### src/rtl/biquad8_coeff_loader_pkg.sv
// biquad8_coeff_loader_pkg
//   Shared definitions for the biquad8 coefficient loader and its shadow RAM:
//   address/data widths, default chain lengths, the DSP data-latch delay and
//   the FSM state encoding.
//   Optional feature macro used by the files importing this package:
//   COEFF_READBACK_EN (host readback through a second shadow read port).
package biquad8_coeff_loader_pkg;

  localparam int ADR_W = 5;   // [4] chain select (0=F, 1=G), [3:0] DSP index
  localparam int IDX_W = 4;
  localparam int DAT_W = 18;  // Q4.14 coefficient
  localparam int DEPTH = 32;

  localparam int DEF_F_TAPS    = 7;
  localparam int DEF_G_TAPS    = 8;
  localparam int DEF_DAT_DELAY = 2;

  typedef enum logic [2:0] {
    ST_IDLE    = 3'd0,
    ST_LOAD_FX = 3'd1,
    ST_LOAD_FC = 3'd2,
    ST_LOAD_GX = 3'd3,
    ST_LOAD_GC = 3'd4,
    ST_DRAIN   = 3'd5,
    ST_UPDATE  = 3'd6,
    ST_DONE    = 3'd7
  } state_t;

  function automatic logic [ADR_W-1:0] mk_adr(input logic chain, input logic [IDX_W-1:0] idx);
    return {chain, idx};
  endfunction

endpackage

### src/rtl/biquad8_coeff_loader_shadow.sv
// biquad8_coeff_loader_shadow
//   32x18 shadow coefficient table. Synchronous write, registered read port A
//   (used by the replay engine); registered read port B only when
//   COEFF_READBACK_EN is defined (host readback).
//   The array itself is not reset; only the read registers are.
// Ports
//   clk, rst_n     clock, async active-low reset (read registers only)
//   we, wadr, wdat write port
//   adr_a, q_a     read port A, 1-cycle latency
//   adr_b, q_b     read port B, 1-cycle latency (COEFF_READBACK_EN only)
module biquad8_coeff_loader_shadow
  import biquad8_coeff_loader_pkg::*;
(
  input  logic             clk,
  input  logic             rst_n,
  input  logic             we,
  input  logic [ADR_W-1:0] wadr,
  input  logic [DAT_W-1:0] wdat,
  input  logic [ADR_W-1:0] adr_a,
  output logic [DAT_W-1:0] q_a
`ifdef COEFF_READBACK_EN
  ,
  input  logic [ADR_W-1:0] adr_b,
  output logic [DAT_W-1:0] q_b
`endif
);

  logic [DAT_W-1:0] mem [0:DEPTH-1];

  always_ff @(posedge clk) begin
    if (we) mem[wadr] <= wdat;
  end

  // Read-during-write returns the old word; the replay never reads in the
  // write cycle, so the same-cycle commit+write case still sees the new data.
  always_ff @(posedge clk or negedge rst_n) begin
    if (!rst_n) q_a <= '0;
    else        q_a <= mem[adr_a];
  end

`ifdef COEFF_READBACK_EN
  always_ff @(posedge clk or negedge rst_n) begin
    if (!rst_n) q_b <= '0;
    else        q_b <= mem[adr_b];
  end
`endif

endmodule

### src/rtl/biquad8_coeff_loader.sv
// biquad8_coeff_loader
//   Host-side driver for the biquad8 pole-FIR coefficient port. The host fills
//   a shadow table; a commit replays it into the F and G B-cascade chains
//   (cross DSP first, then the cascade head, data from the top index down to
//   0) and ends with a single coeff_update pulse so all DSPs swap together.
//   Optional feature: COEFF_READBACK_EN adds host_rdat_o (registered readback
//   of shadow[host_adr_i], valid during replay).
// Ports
//   clk, rst_n                 clock, async active-low reset
//   host_adr_i/dat_i/wr_i      shadow write port ([4]=chain, [3:0]=index)
//   host_commit_i              request a replay
//   busy_o, done_o, err_o      replay status; err_o is sticky (write while busy)
//   coeff_adr_o/wr_o/dat_o     to pole FIR; dat lags wr by DAT_DELAY cycles
//   coeff_update_o             one-cycle swap strobe to pole FIR
//   host_rdat_o                readback (COEFF_READBACK_EN only)
//
// state      | meaning
// -----------+-------------------------------------------------------------
// ST_IDLE    | waiting for a commit
// ST_LOAD_FX | read F cross coefficient; its write appears next cycle
// ST_LOAD_FC | read F[idx], idx F_TAPS-1..0, written to the F cascade head
// ST_LOAD_GX | read G cross coefficient
// ST_LOAD_GC | read G[idx], idx G_TAPS-1..0, written to the G cascade head
// ST_DRAIN   | wait out the last write and its DAT_DELAY data latency
// ST_UPDATE  | coeff_update_o high
// ST_DONE    | done_o high, busy_o low; a pending/new commit restarts here
module biquad8_coeff_loader
  import biquad8_coeff_loader_pkg::*;
#(
  parameter int F_TAPS    = DEF_F_TAPS,
  parameter int G_TAPS    = DEF_G_TAPS,
  parameter int DAT_DELAY = DEF_DAT_DELAY  // must be >= 2
) (
  input  logic             clk,
  input  logic             rst_n,
  input  logic [ADR_W-1:0] host_adr_i,
  input  logic [DAT_W-1:0] host_dat_i,
  input  logic             host_wr_i,
  input  logic             host_commit_i,
  output logic             busy_o,
  output logic             done_o,
  output logic             err_o,
  output logic [ADR_W-1:0] coeff_adr_o,
  output logic             coeff_wr_o,
  output logic             coeff_update_o,
  output logic [DAT_W-1:0] coeff_dat_o
`ifdef COEFF_READBACK_EN
  ,
  output logic [DAT_W-1:0] host_rdat_o
`endif
);

  state_t           state;
  logic [IDX_W-1:0] idx;       // shared down-counter: tap index, then drain timer
  logic             pending;
  logic             idle_like;
  logic             accept;
  logic             shadow_we;
  logic [ADR_W-1:0] rd_adr;
  logic [DAT_W-1:0] ram_q;

  assign idle_like = (state == ST_IDLE) || (state == ST_DONE);
  assign accept    = idle_like && (host_commit_i || pending);
  assign shadow_we = host_wr_i && !busy_o;

  biquad8_coeff_loader_shadow u_shadow (
    .clk   (clk),
    .rst_n (rst_n),
    .we    (shadow_we),
    .wadr  (host_adr_i),
    .wdat  (host_dat_i),
    .adr_a (rd_adr),
    .q_a   (ram_q)
`ifdef COEFF_READBACK_EN
    ,
    .adr_b (host_adr_i),
    .q_b   (host_rdat_o)
`endif
  );

  // Read address is issued one cycle ahead of the matching coeff_wr_o so the
  // registered RAM output lines up with the write strobe.
  always_comb begin
    rd_adr = mk_adr(1'b0, idx);
    case (state)
      ST_LOAD_FX: rd_adr = mk_adr(1'b0, IDX_W'(F_TAPS));
      ST_LOAD_FC: rd_adr = mk_adr(1'b0, idx);
      ST_LOAD_GX: rd_adr = mk_adr(1'b1, IDX_W'(G_TAPS));
      ST_LOAD_GC: rd_adr = mk_adr(1'b1, idx);
      default:    rd_adr = mk_adr(1'b0, idx);
    endcase
  end

  always_ff @(posedge clk or negedge rst_n) begin
    if (!rst_n) begin
      state          <= ST_IDLE;
      idx            <= '0;
      pending        <= 1'b0;
      busy_o         <= 1'b0;
      done_o         <= 1'b0;
      err_o          <= 1'b0;
      coeff_wr_o     <= 1'b0;
      coeff_update_o <= 1'b0;
      coeff_adr_o    <= '0;
    end else begin
      coeff_wr_o     <= 1'b0;
      coeff_update_o <= 1'b0;
      done_o         <= 1'b0;

      if (host_wr_i && busy_o) err_o <= 1'b1;
      // Commits during a replay collapse into a single pending request.
      if (host_commit_i && !idle_like) pending <= 1'b1;

      case (state)
        ST_IDLE, ST_DONE: begin
          if (accept) begin
            state   <= ST_LOAD_FX;
            busy_o  <= 1'b1;
            pending <= 1'b0;
            err_o   <= 1'b0;
          end else begin
            state <= ST_IDLE;
          end
        end

        ST_LOAD_FX: begin
          coeff_wr_o  <= 1'b1;
          coeff_adr_o <= mk_adr(1'b0, IDX_W'(F_TAPS));
          idx         <= IDX_W'(F_TAPS - 1);
          state       <= ST_LOAD_FC;
        end

        ST_LOAD_FC: begin
          coeff_wr_o  <= 1'b1;
          coeff_adr_o <= mk_adr(1'b0, IDX_W'(F_TAPS - 1));
          if (idx == '0) state <= ST_LOAD_GX;
          else           idx   <= idx - 1'b1;
        end

        ST_LOAD_GX: begin
          coeff_wr_o  <= 1'b1;
          coeff_adr_o <= mk_adr(1'b1, IDX_W'(G_TAPS));
          idx         <= IDX_W'(G_TAPS - 1);
          state       <= ST_LOAD_GC;
        end

        ST_LOAD_GC: begin
          coeff_wr_o  <= 1'b1;
          coeff_adr_o <= mk_adr(1'b1, IDX_W'(G_TAPS - 1));
          if (idx == '0) begin
            state <= ST_DRAIN;
            // DAT_DELAY+1 state cycles: the state leads the write strobe by
            // one, so this covers the last write plus its data latency.
            idx   <= IDX_W'(DAT_DELAY);
          end else begin
            idx <= idx - 1'b1;
          end
        end

        ST_DRAIN: begin
          if (idx == '0) begin
            state          <= ST_UPDATE;
            coeff_update_o <= 1'b1;
          end else begin
            idx <= idx - 1'b1;
          end
        end

        ST_UPDATE: begin
          state  <= ST_DONE;
          done_o <= 1'b1;
          busy_o <= 1'b0;
        end

        default: begin
          state  <= ST_IDLE;
          busy_o <= 1'b0;
        end
      endcase
    end
  end

  // Data pipe: RAM word is aligned with coeff_wr_o; coeff_dat_o presents it
  // DAT_DELAY cycles later and holds between writes.
  logic [DAT_DELAY-2:0] vld_pipe;
  logic [DAT_W-1:0]     dat_pipe [0:DAT_DELAY-2];

  always_ff @(posedge clk or negedge rst_n) begin
    if (!rst_n) begin
      vld_pipe    <= '0;
      coeff_dat_o <= '0;
      for (int i = 0; i < DAT_DELAY - 1; i++) dat_pipe[i] <= '0;
    end else begin
      vld_pipe[0] <= coeff_wr_o;
      dat_pipe[0] <= ram_q;
      for (int i = 1; i < DAT_DELAY - 1; i++) begin
        vld_pipe[i] <= vld_pipe[i-1];
        dat_pipe[i] <= dat_pipe[i-1];
      end
      if (vld_pipe[DAT_DELAY-2]) coeff_dat_o <= dat_pipe[DAT_DELAY-2];
    end
  end

endmodule

### config.mk
export PLATFORM = sky130hd
export DESIGN_NAME = biquad8_coeff_loader
export DESIGN_NICKNAME = d
export VERILOG_FILES = /design/src/rtl/biquad8_coeff_loader_pkg.sv /design/src/rtl/biquad8_coeff_loader_shadow.sv /design/src/rtl/biquad8_coeff_loader.sv
export SDC_FILE = /design/constraint.sdc
export NUM_CORES = 1
export LEC_CHECK = 0
export CORE_AREA = 5 5 269 271
export CTS_BUF_LIST = sky130_fd_sc_hd__clkbuf_8
export CTS_CLUSTER_SIZE = 24
export DETAILED_ROUTE_END_ITERATION = 10
export DIE_AREA = 0 0 274 276
export GPL_TIMING_DRIVEN = 0
export PLACE_DENSITY = 0.62
export SLEW_MARGIN = 20
export SYNTH_ARGS = -nofsm -noshare
export SYNTH_HDL_FRONTEND = slang
export SYNTH_SLANG_ARGS = --single-unit
### constraint.sdc
create_clock -name clk -period 4.8 [get_ports clk]
set_clock_uncertainty 0.2 [all_clocks]
set_input_delay 0.48 -clock clk [delete_from_list [all_inputs] [get_ports clk]]
set_output_delay 0.48 -clock clk [all_outputs]
set_load 0.05 [all_outputs]
After elaboration in Yosys (flattened, before gate mapping)
Memories as Yosys holds them, arrays and structs flattened. A register that Yosys moved wholly into a read port is not among the register bits.
Cells that the tools add are included.
Widths: inputs -> output; s select.
- memories kept: 1
- input bits: 27
- logic and storage cells: 70
- memory bits (writable): 576
- output and inout bits: 28
- bits in registers: 55
- memory list (name ; depth ; width ; read ports ; clocked after memory_dff ; write ports ; RTL line ; RTL):
    u_shadow.mem ; 32 ; 18 ; 1 ; 1 ; 1 ; biquad8_coeff_loader_shadow.sv:28 ; logic [DAT_W-1:0] mem [0:DEPTH-1];
- reduce and logical (&&, ||, !) cells: 20
- mux-type cells: 24
- add/subtract/negate cells: 1
- equality and inequality tests: 12
- operator list (operator ; number):
    $pmux 3 s7 ; 1
    $pmux 5 s4 ; 1
    $pmux 4 s4 ; 1
    $pmux 5 s3 ; 1
    $mux 1 ; 14
    $eq 3x3->1 const B ; 4
    $ne 2x2->1 const B ; 5
    $mux 3 ; 3
    $mux 4 ; 2
    $reduce_bool 4->1 ; 2
    $eq 3x2->1 const B ; 2
    $logic_and 1x1->1 ; 4
    $logic_not 4->1 ; 1
    $reduce_and 2->1 ; 2
    $reduce_or 2->1 ; 2
    $reduce_or 4->1 ; 1
    $sub 4x1->4 const B ; 1
    $eq 3x1->1 const B ; 1
    $logic_not 1->1 ; 3
    $logic_not 3->1 ; 1
    $reduce_and 3->1 ; 1
    $logic_or 1x1->1 ; 2
    $pmux 1 s2 ; 1
    $reduce_bool 2->1 ; 1

Depth between registers and ports, before layout
Gate-level depths: netlist of the first run.
- word-level depth: 7
- depth in mapped cells: 12
- gate-level depth less buffers: 8

By module
From an unflattened synthesis of the first run, not the netlist that was laid out.
- cell total of the unflattened synthesis: 1446
- area total of the unflattened synthesis: 25214.2 µm²
- modules (own cells, without submodules) (module ; instances ; area each (µm²) ; cells an instance ; seq. area each (µm²)):
    biquad8_coeff_loader_shadow ; 1 ; 23140.9 ; 1278 ; 17747.0
    biquad8_coeff_loader ; 1 ; 2073.2 ; 168 ; 1351.3

Worst setup path after synthesis of the first run
Ideal clock, no wire load.
- path type: register -> register
- from: reg idx[1]
- to: reg idx[1]
- clock period less this slack: 3027 ps
- buffers on the path: 4
- data required time: 4482 ps
- path slack: 1773 ps
- stages on the path, launching flop included: 12
- library setup time: 118 ps
- arrival time: 2709 ps
- cell sequence: dfrtp_1 > inv_2 > buf_2 > buf_2 > buf_2 > buf_1 > ha_1 > nor3b_1 > a21oi_1 > o21ai_0 > a31oi_1 > a21o_1
- longest elaborated chain between the ends: 3
- elaborated cells between the ends (all ways): 7
- those cells by class: add/sub (1); eq/ne (1); mux (3); reduce/logical (2)
- RTL lines (what ; RTL line ; RTL):
    from (decl) ; biquad8_coeff_loader.sv:54 ; logic [IDX_W-1:0] idx;
    from (signal assigned) ; biquad8_coeff_loader.sv:129 ; idx <= IDX_W'(F_TAPS - 1);
    from (signal assigned) ; biquad8_coeff_loader.sv:137 ; else idx <= idx - 1'b1;
    from (signal assigned) ; biquad8_coeff_loader.sv:143 ; idx <= IDX_W'(G_TAPS - 1);
    $sub 4x1->4 or $logic_not 4->1 (tied branches) ; n/a ;
    $mux 4, or another cell as far along ; biquad8_coeff_loader.sv:136, biquad8_coeff_loader.sv:161 ;
    $pmux 4 s4 or $reduce_and 2->1 (tied branches) ; n/a ;
Several ways; a longest one is shown, not always the timed one. The select of a mux whose other input is x is not followed.
A chain may end at the register's enable or synchronous reset.

Worst setup path after layout of the first run
- from: reg idx[1]
- to: reg idx[2]
Same word-level chain as after synthesis.

==> metrics, run 1 <==
clock tree buffer depth=3; cell count after synthesis=1876; async set-reset flop share out of synthesis=between 10% and 20%; dominant synthesized flop cell=edfxtp_1; Clk Latency, worst-skew pair=between 0.7 and 0.8 ns; critical path cell sequence=inv_2 > buf_2 > buf_2 > buf_2 > buf_1 > ha_1 > nor3b_1 > a21oi_1 > o21ai_0 > o21ai_0 > o21ai_0; Initial DRC Count=2231; Congestion Overflow GR=0; Core Region=0.0695 mm2; H-tree depth=3; Buffers on Ports=54; Seq/Total Area, Yosys=a little under three quarters; layout cells sized above 1=18.0%; depth of the worst register-to-register path=11; largest net degree at the start of global routing=44; Syn Area/Cell=14.4 um2; crit-path max FO=10; top-area cell type share of the netlist area=64.2%; Hold Fails Final Rpt=0; VDD IR-drop max=0.342 mV; area added between synthesis and finish=16.6%; WS Path Type=reg2reg; WL/cell=27.1 um; clk root buf=clkbuf_8; Slowest-stage cell, CP=nor3b_1; Worst-path clk slew=0.06 ns; Worst Tran Pin Value=1.09 ns; nets=between 2000 and 2500; status=complete, no violations; Worst slew margin=25.6%; Slew Viols, Final=0; Post-Syn Area=between 0.02 and 0.03 mm2; Die X=~270 um; worst hold path class=in2reg; Detail Route Antenna Nets=0; Period Utilization, post-route=95.0%; GRT Total Usage=21.9%; Initial Utilization=38.7%; final setup fails=0; CP startpoint kind=register; CTS buffer count=~110; # rows=97; commonest cells in the synthesized netlist=576 x edfxtp_1, 170 x a21oi_1, 134 x nor2_1, 92 x nand2_1, 72 x dfrtp_1; Leak Pwr=roughly 0.011 uW; top-count cell post-synth=edfxtp_1; first-pass GRT wire length=123 mm; Vias/cell=5.89; min cycle time layout=between 4 and 5 ns; Yosys warnings=0; ranking of synthesized cells by area=edfxtp_1 64%, dfrtp_1 6.7%, a21oi_1 3.2%; post-detail-place hpwl=just under 60 mm; area leader, netlist=edfxtp_1; Req. time, crit path=slightly above 5 ns; max_cap viols=0; via count=18400; DRC=0; CP endpoint kind=register; syn nets=1908; Worst Path Arrival=~5 ns; DP Area=about 0.029 mm2; antenna violations before repair=1; Die ar.=0.0756 mm2; DR pass1 iterations=6; biggest cell delay along the critical path=~0.8 ns; Die Y-Extent=approximately 280 um; RSZ-0062 raised after global routing=false; hold path cells=1; final estimated routing congestion in global placement=0.947; setup TNS=0 ns; vias in the first global route=18100; Sinks on Clock Net=648; final instance area=0.0314 mm2; final wirelength=84.4 mm; Synth cell types=75; TritonCTS clock tree=yes; Post-CTS Setup Bufs=0; Seq cells post-synth=648; power density over the cells=645 mW/mm2; number of synthesized flops with an enable pin=576; Top Ports=55; Max Freq=around 220 MHz
==> layer usage <==
layer	vias to the layer above	track usage [%]	wire length, um
li1	7891	-	-
met1	9301	29.5	34000
met2	988	34.5	39100
met3	179	5.45	7990
met4	0	7.85	3240
met5	-	0	0
==> power by group <==
| group | total, uW | internal, uW | switching [uW] |
|---|---|---|---|
| combinational | 8930 | 2800 | 6130 |
| clock | 4620 | 2400 | 2220 |
| sequential | 6690 | 6510 | 186 |
| total | 20200 | 11700 | 8540 |
==> cell usage in the layout, fill, tap and decap left out, drive strengths merged, types with 34 or more instances in the layout <==
master / instances
edfxtp: 576
clkbuf: 173
a21oi: 172
buf: 154
nor2: 137
nand2: 93
dfrtp: 72
o21ai: 70
a221oi: 65
a2111oi: 49
nand2b: 44
a31oi: 41
inv: 41
clkinv: 41
a211o: 38
mux2i: 36
o221ai: 35
clkdlybuf4s50: 35
nand3: 34
==> worst paths after layout <==
path                                        to       startpoint  slack, ns
max                                     idx[2]           idx[1]       0.24
min                        u_shadow.mem[20][5]    host_dat_i[5]       0.08
max reg2reg                             idx[2]           idx[1]       0.24
min reg2reg                        dat_pipe[5]  u_shadow.q_a[5]       0.15
max in group asynchronous         dat_pipe[14]            rst_n       3.77
min in group asynchronous      coeff_dat_o[10]            rst_n       0.09
==> what timing repair did <==
action / CTS / global route
hold endpoints to repair: 132 / 0
hold buffers: 9 / 0
resized for setup: 0 / 0
==> flip-flops by register name, indices dropped and copies added (netlist names) <==
name,count
done_o,1
coeff_wr_o,1
dat_pipe,18
vld_pipe,1
coeff_adr_o,4
busy_o,1
u_shadow.mem,576
err_o,1
u_shadow.q_a,18
idx,4
coeff_dat_o,18
coeff_update_o,1
state,3
pending,1
==> critical path, delay by kind of cell (launching register included) <==
kind	cells	cell delay, ns
buf+inv	5	1.68
compound gates	4	0.93
simple gates	1	0.82
flops	1	0.54
fa+ha+maj	1	0.30
==> logic make-up after synthesis <==
group	after synthesis	synth area share, %
flops	648	70.9
compound gates	584	15.8
simple gates	416	7.55
buf+inv	160	2.97
mux	62	2.47
fa+ha+maj	5	0.232
xor+xnor	1	0.0325
==> final cells by class <==
type                    count  area [um2]
well taps                 940        1180
plain buffers             154         777
clock buffers             113        1560
multi-input cells        1068        7110
inverters                   6        22.5
flip-flops and latches    648       19100
diodes                      2        5.00
clock inverters            83         488
fillers                  6138       38200
repair buffers            104        1150
==> stage by stage <==
| stage | util, % | power [uW] | cells | worst slack (ns) | hold WS [ns] |
|---|---|---|---|---|---|
| after floorplan | - | 12100 | 1876 | 1.77 | -0.0156 |
| after CTS | 45.1 | 20100 | 3116 | 0.376 | 0.0297 |
| after detailed placement | 42.1 | 15500 | 2911 | 0.396 | 0.135 |
| after global routing | 45.1 | 21100 | 3116 | 0.0791 | 0.0537 |
| final | 45.1 | 20200 | 3118 | 0.239 | 0.0823 |
| after global placement | 41.2 | 15400 | 2870 | 0.468 | 0.133 |
Note: power is estimated with default switching activity, not from simulation.
==> run 2, diff against run 1 <==
--- a/config.mk
+++ b/config.mk
@@ -5,13 +5,16 @@
 export SDC_FILE = /design/constraint.sdc
 export NUM_CORES = 1
 export LEC_CHECK = 0
-export CORE_AREA = 5 5 269 271
+export CELL_PAD_IN_SITES_DETAIL_PLACEMENT = 1
+export CELL_PAD_IN_SITES_GLOBAL_PLACEMENT = 1
+export CORE_AREA = 2 2 266 268
 export CTS_BUF_LIST = sky130_fd_sc_hd__clkbuf_8
 export CTS_CLUSTER_SIZE = 24
 export DETAILED_ROUTE_END_ITERATION = 10
-export DIE_AREA = 0 0 274 276
+export DIE_AREA = 0 0 268 270
 export GPL_TIMING_DRIVEN = 0
-export PLACE_DENSITY = 0.62
+export MAX_ROUTING_LAYER = met4
+export PLACE_DENSITY = 0.7
 export SLEW_MARGIN = 20
 export SYNTH_ARGS = -nofsm -noshare
 export SYNTH_HDL_FRONTEND = slang
==> run 2 against run 1 <==
Power grew 0.95%. Critical path depth is the same. Clock power shrank 1%. Non-clock buffer count shrank 5.
==> metrics, run 2 (synthesized netlist as in run 1, its figures left out) <==
TritonCTS clock tree=yes; post-detail-place hpwl=63.4 mm; Core Region=0.0695 mm2; reg2reg start=idx[1]; Max Freq=232 MHz; power density over the cells=653 mW/mm2; Worst Path Arrival=4.73 ns; ant diodes=0; Die ar.=0.0724 mm2; Sinks on Clock Net=648; Period Utilization, post-route=89.9%; most common cell after layout, fill and taps aside=edfxtp_1; Place WS=~0.26 ns; clock tree buffer depth=3; WL/cell=roughly 30 um; R2R Setup Slk=about 0.48 ns; Req. time, crit path=roughly 5.2 ns; Hold Fails Final Rpt=0; fin worst setup slack=0.483 ns; most flop-heavy register=u_shadow.mem; Detail Route Antenna Nets=0; H-tree depth=3; WS Path Type=reg2reg; status=complete, no violations; layout cells sized above 1=17.5%; Die Y-Extent=270 um; Filler Cell Count=7036; max FFs per register=approximately 580; Buffers on Ports=54; final setup fails=0; Top Ports=55; hold path cells=1; RSZ-0062 raised after global routing=false; Initial DRC Count=2408; Vias/cell=slightly below 6; Die X=268 um; DRC=0; first-pass GRT wire length=between 100 and 150 mm; final estimated routing congestion in global placement=0.950; final instance area=0.0313 mm2; commonest cells after routing, fill and taps aside=576 x edfxtp_1, 170 x a21oi_1, 118 x clkbuf_8, 102 x nor2_1, 92 x nand2_1; max_cap viols=0; setup TNS=0 ns; clk root buf=clkbuf_8; largest net degree at the start of global routing=39; Congestion Overflow GR=0; GRT Total Usage=between 20% and 30%; min cycle time layout=4.32 ns; antenna violations before repair=2; RR Endpoint=idx[1]; DP Area=0.0292 mm2; Slew Viols, Final=0; nets=2119; crit-path max FO=10; Worst slew margin=19.7%; DR pass1 iterations=5; # rows=97; via count=18500; vias in the first global route=19500; Clk Latency, worst-skew pair=approximately 0.73 ns; final wirelength=91.3 mm; Leak Pwr=0.0105 uW; worst hold path class=in2reg; Worst Tran Pin Value=1.17 ns; CP endpoint kind=register; CTS buffer count=110; CP startpoint kind=register; VDD IR-drop max=0.275 mV; depth of the worst register-to-register path=11; area added between synthesis and finish=16.2%; Hold Path Sink=u_shadow.mem[7][6]; Worst-path clk slew=0.06 ns; Worst Min Path Start=host_dat_i[6]; Initial Utilization=38.7%
run 2: stage by stage:
stage                     hold WS [ns]  util, %  power (uW)  instances
after floorplan                -0.0156        -       12100       1876
final                           0.0553     45.0       20400       3115
after detailed placement         0.136     42.0       15800       2907
after global routing            0.0575     45.0       21200       3115
after global placement           0.134     41.2       15500       2870
after CTS                       0.0240     45.0       20400       3115
run 2: worst max path at each step:
stage | depth (start not counted) | slack [ns] | to | start
6_report | 11 | 0.48 | idx[1] | idx[1]
5_1_grt | 11 | 0.33 | idx[2] | idx[1]
4_1_cts | 11 | 0.21 | idx[1] | idx[1]
3_5_place_dp | 11 | 0.26 | idx[1] | idx[1]
3_3_place_gp | 11 | 0.36 | idx[1] | idx[1]
2_1_floorplan | 11 | 1.77 | idx[1] | idx[1]
run 2: report_power, final:
part	switching, uW	internal (uW)	leakage, uW	total (uW)
registers	187	6510	0.00602	6700
logic	6380	2800	0.00333	9180
clock network	2300	2260	0.00117	4560
total	8870	11600	0.0105	20400
run 2: worst max-delay path: stages (launching register included):
cell and delay [ns]:
dfrtp_1 0.54, inv_2 0.16, buf_2 0.29, buf_2 0.39, buf_2 0.39, buf_1 0.56, ha_1 0.31, nor3b_2 0.47
a21oi_1 0.13, o21ai_0 0.46, a31oi_1 0.11, a21o_1 0.18
run 2: what timing repair did:
item | in CTS | in global routing
hold buffers | 8 | 0
hold endpoints to repair | 119 | 0
resized for setup | 0 | 1
setup buffers | 0 | 0
endpoints found under the setup margin | 0 | 2
run 2: cell type report:
type | count | area, um2 | share of cell area [%]
flip-flops and latches | 648 | 19100 | 61.1
multi-input cells | 1068 | 7130 | 22.8
clock buffers | 118 | 1620 | 5.19
well taps | 940 | 1180 | 3.76
repair buffers | 99 | 1100 | 3.51
plain buffers | 154 | 777 | 2.48
clock inverters | 82 | 354 | 1.13
inverters | 6 | 22.5 | 0.0720
run 2: layer usage:
metal  share of wire, %  vias to the layer above  track usage (%)  wire, um
li1                   -                     7874                -         -
met1                 41                     9643             33.5     37300
met2                 47                      837             39.8     42700
met3                7.5                      194             4.43      6810
met4                4.9                        0             12.7      4500
met5                  0                        -                -         0
